`config.mk`:
```
export PLATFORM = sky130hd
export DESIGN_NAME = branch_predictor
export DESIGN_NICKNAME = d
export VERILOG_FILES = /design/src/rtl/bp_pkg.sv /design/src/rtl/sat_counter2.sv /design/src/rtl/branch_predictor.sv
export SDC_FILE = /design/constraint.sdc
export NUM_CORES = 2
export LEC_CHECK = 0
export CORE_ASPECT_RATIO = 0.6
export CORE_MARGIN = 4
export CORE_UTILIZATION = 62
export CTS_CLUSTER_DIAMETER = 40
export CTS_CLUSTER_SIZE = 40
export DETAILED_ROUTE_END_ITERATION = 8
export PLACE_DENSITY = 0.78
export REMOVE_ABC_BUFFERS = 1
export SETUP_SLACK_MARGIN = 0.15
export SYNTH_ARGS = -nofsm -noshare
export SYNTH_HDL_FRONTEND = slang
export SYNTH_SLANG_ARGS = --single-unit
```
`constraint.sdc`:
```
create_clock -name clk -period 11.35 [get_ports clk]
set_input_delay 3.405 -clock clk [delete_from_list [all_inputs] [get_ports clk]]
set_output_delay 3.405 -clock clk [all_outputs]
set_load 0.01 [all_outputs]
```
`src/rtl/bp_pkg.sv`:
```
// Shared types and constants for the branch predictor: BTB entry layout,
// 2-bit counter encodings and the default table depth.
package bp_pkg;

    localparam int unsigned BP_ENTRIES = 16;

    localparam logic [1:0] SNT = 2'd0;
    localparam logic [1:0] WNT = 2'd1;
    localparam logic [1:0] WT  = 2'd2;
    localparam logic [1:0] ST  = 2'd3;

    // Tag is sized for the smallest legal table; unused upper bits stay zero.
    typedef struct packed {
        logic        valid;
        logic [61:0] tag;
        logic [63:0] target;
        logic [1:0]  ctr;
    } bp_entry_t;

endpackage

```
`src/rtl/sat_counter2.sv`:
```
// Next-state logic for a 2-bit saturating up/down counter.
module sat_counter2
    import bp_pkg::*;
(
    input  logic [1:0] ctr_i,
    input  logic       inc_i,
    output logic [1:0] ctr_o
);

    always_comb begin
        ctr_o = ctr_i;
        if (inc_i) begin
            if (ctr_i != ST) ctr_o = ctr_i + 2'd1;
        end else begin
            if (ctr_i != SNT) ctr_o = ctr_i - 2'd1;
        end
    end

endmodule

```
`src/rtl/branch_predictor.sv`:
```
// Direct-mapped BTB with 2-bit counters, EX-stage mispredict detection and redirect.
// Optional BP_STATS_EN adds update / mispredict event counters.
module branch_predictor
    import bp_pkg::*;
#(
    parameter int unsigned ENTRIES = BP_ENTRIES
) (
    input  logic        clk,
    input  logic        rst_n,
    input  logic [63:0] pc,
    output logic        branch_taken,
    output logic [63:0] branch_target,
    input  logic        upd_valid,
    input  logic [63:0] upd_pc,
    input  logic        upd_is_branch,
    input  logic        upd_taken,
    input  logic [63:0] upd_target,
    input  logic        upd_pred_taken,
    input  logic [63:0] upd_pred_target,
    output logic        prediction_incorrect,
    output logic [63:0] corrected_pc
`ifdef BP_STATS_EN
    ,
    output logic [31:0] stat_updates,
    output logic [31:0] stat_mispredicts
`endif
);

    localparam int unsigned IDX_W = $clog2(ENTRIES);

    bp_entry_t        table_q [ENTRIES];
    bp_entry_t        lk_entry;
    bp_entry_t        upd_entry;
    bp_entry_t        entry_d;
    logic [IDX_W-1:0] lk_idx;
    logic [IDX_W-1:0] upd_idx;
    logic [61:0]      lk_tag;
    logic [61:0]      upd_tag;
    logic             lk_hit;
    logic             upd_hit;
    logic             entry_we;
    logic [1:0]       ctr_next;
    logic             unused_lsbs;

    assign unused_lsbs = ^{pc[1:0], upd_pc[1:0]};

    assign lk_idx    = pc[IDX_W+1:2];
    assign lk_tag    = 62'(pc[63:IDX_W+2]);
    assign upd_idx   = upd_pc[IDX_W+1:2];
    assign upd_tag   = 62'(upd_pc[63:IDX_W+2]);
    assign lk_entry  = table_q[lk_idx];
    assign upd_entry = table_q[upd_idx];

    sat_counter2 u_ctr (
        .ctr_i (upd_entry.ctr),
        .inc_i (upd_taken),
        .ctr_o (ctr_next)
    );

    // Lookup reads pre-edge table contents; no bypass from the update port.
    always_comb begin
        lk_hit        = lk_entry.valid && (lk_entry.tag == lk_tag);
        branch_taken  = rst_n && lk_hit && lk_entry.ctr[1];
        branch_target = (rst_n && lk_hit) ? lk_entry.target : pc + 64'd4;
    end

    always_comb begin
        prediction_incorrect = upd_valid &&
            ((upd_is_branch && ((upd_taken != upd_pred_taken) ||
                                (upd_taken && (upd_target != upd_pred_target)))) ||
             (!upd_is_branch && upd_pred_taken));
        corrected_pc = (upd_is_branch && upd_taken) ? upd_target : upd_pc + 64'd4;
    end

    always_comb begin
        upd_hit  = upd_entry.valid && (upd_entry.tag == upd_tag);
        entry_we = 1'b0;
        entry_d  = upd_entry;
        if (upd_valid) begin
            if (upd_is_branch) begin
                if (upd_hit) begin
                    entry_we    = 1'b1;
                    entry_d.ctr = ctr_next;
                    if (upd_taken) entry_d.target = upd_target;
                end else if (upd_taken) begin
                    entry_we       = 1'b1;
                    entry_d.valid  = 1'b1;
                    entry_d.tag    = upd_tag;
                    entry_d.target = upd_target;
                    entry_d.ctr    = WT;
                end
            end else if (upd_hit) begin
                // Non-branch aliasing onto a live entry: drop the stale prediction.
                entry_we      = 1'b1;
                entry_d.valid = 1'b0;
            end
        end
    end

    always_ff @(posedge clk) begin
        if (!rst_n) begin
            for (int i = 0; i < ENTRIES; i++) begin
                table_q[i].valid <= 1'b0;
                table_q[i].ctr   <= WNT;
            end
        end else if (entry_we) begin
            table_q[upd_idx] <= entry_d;
        end
    end

`ifdef BP_STATS_EN
    logic [31:0] stat_updates_q, stat_updates_d;
    logic [31:0] stat_mispredicts_q, stat_mispredicts_d;

    always_comb begin
        stat_updates_d     = stat_updates_q + 32'(upd_valid);
        stat_mispredicts_d = stat_mispredicts_q + 32'(prediction_incorrect);
    end

    always_ff @(posedge clk) begin
        if (!rst_n) begin
            stat_updates_q     <= 32'd0;
            stat_mispredicts_q <= 32'd0;
        end else begin
            stat_updates_q     <= stat_updates_d;
            stat_mispredicts_q <= stat_mispredicts_d;
        end
    end

    assign stat_updates     = stat_updates_q;
    assign stat_mispredicts = stat_mispredicts_q;
`endif

endmodule

```
==> results.toml <==
[outcome]
run_status = "finished with violations"
violations = "DRC"

[timing]
worstMarginPinSlew_ns = 1.25
hold_ws_ns = 0.491
rsz0062_at_grt = "yes"
period_minus_slack_ns = 11.27
fin_skew_ns = 0.0432
slew_violations = 0
timing.fmax_ghz = 0.0888
period_share = 0.993
finalSetupViolCount = 0
layout_setup_ws_ns = 0.0845
slew_headroom = 0.159
hold_viol_final = 0

[synth]
synth_top_cells_by_count = "edfxtp_1 (2048), mux4_2 (1156), nand2_1 (320), clkbuf_1 (212), mux2i_1 (197)"
ys_seq_area_frac = 0.610
synth_top_area_frac = 0.607
async_flop_share = 0
synth.area.top_cells = "edfxtp_1 (61%), mux4_2 (26%), mux2i_1 (1.9%)"
yosysWarningCount = 0
synth_cells = 5325
synthDistinctLibCells = 67
syn_avg_cell_area_um2 = 19.0
ys_ff_latch = 2064
syn_area_um2 = 101000
synth.largest_area_cell = "edfxtp_1"
synth_enable_flop_cells = 2048
synth_ff_type = "edfxtp_1"
synth_most_common_cell = "edfxtp_1"

[route]
viasPerCell = 7.82
first_pass_iters = 9
vias = 64154
final_antenna_net_count = 0
wl_per_cell_um = 42.8
drt_iter0_drc = 12694
totalWireLength_um = 351000
drc = 2

[placed_design]
dp_cells = 7856
preCtsSetupSlack_ns = -0.0700
gp_congestion = 0.981
hpwl_um = 232000
io_buffers = 391

[critical_path]
critPathLaunchType = "primary input"
critPathSlowestCell = "clkdlybuf4s50_1"
rr_startpoint = "table_q[7][111]"
crit_fanout = 4
cp-startpoint = "upd_pc[27]"
path_class = "in2out"
endpoint_kind = "output pin"
cpLargestDelayFamily = "buffers and inverters"
critPathRequiredTime_ns = 7.95
worstPathArrival_ns = 7.86
cp_num_buf_inv = 6
cp_cell_sequence = "clkdlybuf4s50_1, inv_1, nor4_4, buf_4, and3_1, nor2b_1, nand3_1, nor2_1, nand4_1, buf_4, nor2_1, xnor2_1, buf_12, o21ai_0, clkdlybuf4s50_1"
max_stage_delay_ns = 0.72
path_depth = 15
rrSetupSlack_ns = 5.72
r2r_cells = 12

[cts]
h-tree-depth = 4
cts-root-buf = "clkbuf_16"
cts_sinks = 2064
clk_pin_slew_ns = 0.07
cts_inserted_buffers = 164
clk_latency_ns = 0.85
cts_tree = "yes"
ctsHoldBuffers = 0
clockBufferDepth = 3

[finish]
largest_reg_flops = 2064
area.growth.synth_to_final_pct = 15.3
fin_cells = 8204
fin_util = 0.723
nNetsFinal = 6163
drive_gt1_frac = 0.342
largest-register = "table_q"
reg.largest.list = "table_q x2064"
nFillCells = 9507

[floorplanning]
rows = 114
die_h_um = 321
io_pins = 392
start_util = 0.627
dieArea_um2 = 170000
core_um2 = 162000
die_w_um = 530

[hold_path]
hold_path.class = "reg2reg"
worstHoldStart = "table_q[4][128]"
min_delay_path_depth = 2

[global_route]
grt-ovfl-total = 0
track_usage = 0.414
grt_pass1_wl_um = 485000
grt_pass1_vias = 61931
antenna_found_initial = 36
grt_start_max_net_pins = 121

[power_and_ir_drop]
cellPowerDensity_nw_per_um2 = 144
peakVddDrop_mv = 0.172
p_leak_nw = 37.3

[job]
maxCapViolCount = 0
[final cells by class]
class	count	area [um2]	area share
Clock inverter	132	1620	0.0138
Inverter	51	312	0.00267
Tap cell	2146	2690	0.0230
Timing Repair Buffer	801	8350	0.0715
Sequential cell	2064	61800	0.529
Clock buffer	175	4230	0.0362
Multi-Input combinational cell	2814	37800	0.323
Antenna cell	21	52.6	0.000450
[layout by cell type, fill, tap and decap left out, drive strengths merged, types with 49 or more instances in the layout]
master         count
nand3             59
nor4              59
inv              117
a22oi             65
mux2i            197
clkinv            49
edfxtp          2048
xnor2            145
clkdlybuf4s50    380
o21ai            129
nor2              69
mux4            1156
nand4             67
nand2            320
buf              415
clkbuf           178
xor2             157
mux2             132
[kinds of logic after synthesis]
group,Yosys count,synth area share
adders and majority gates,6,0.000716
buffers and inverters,447,0.0191
xor gates and xnor gates,302,0.0261
AOI/OAI and AO/OA,295,0.0181
muxes,1485,0.291
and+or+nand+nor,726,0.0354
DFF,2064,0.610
[path summary, 6_finish.rpt]
path                 endpoint
max reg2reg   table_q[13][67]
max          corrected_pc[62]
min reg2reg   table_q[4][128]
min           table_q[4][128]
[stage by stage]
| step | setup TNS, ns | area [um2] | power (mW) |
|---|---|---|---|
| 6_report | 0 | 117000 | 16.8 |
| 5_1_grt | 0 | 117000 | 17.2 |
| 4_1_cts | 0 | 116000 | 16.8 |
| 3_5_place_dp | -0.0723 | 111000 | 10.7 |
| 3_3_place_gp | -0.396 | 111000 | 10.6 |
| 2_1_floorplan | -4258.44 | 99600 | 9.63 |
[worst reg2reg max path, delay by kind of cell (launching register included)]
kind                      cells  cell delay (ns)
buffers and inverters         3             1.37
AOI/OAI and AO/OA             2             1.33
and+or+nand+nor               4             1.28
muxes                         2             0.81
DFF                           1             0.39
xor gates and xnor gates      1             0.15
[what timing repair did]
| item | 4_1_cts | 5_1_grt |
|---|---|---|
| buffers inserted | 2 | 15 |
| gates resized for setup | 5 | 26 |
| endpoints found under the setup margin | 21 | 31 |
| cloned | 0 | 3 |
| pin swaps | 1 | 2 |
[per-layer routing]
metal / routed length [um] / vias to the layer above / global-route usage
li1: - / 23785 / -
met1: 116000 / 32792 / 0.566
met2: 151000 / 6504 / 0.580
met3: 62600 / 1039 / 0.173
met4: 21400 / 34 / 0.209
met5: 213 / - / 0
[report_power, final]
| part | internal, mW | switching, mW |
|---|---|---|
| Clock | 3.14 | 3.13 |
| Combinational | 0.808 | 1.21 |
| Sequential | 8.54 | 0.00967 |
| Total | 12.5 | 4.35 |
Note: power is estimated with default switching activity, not from simulation.
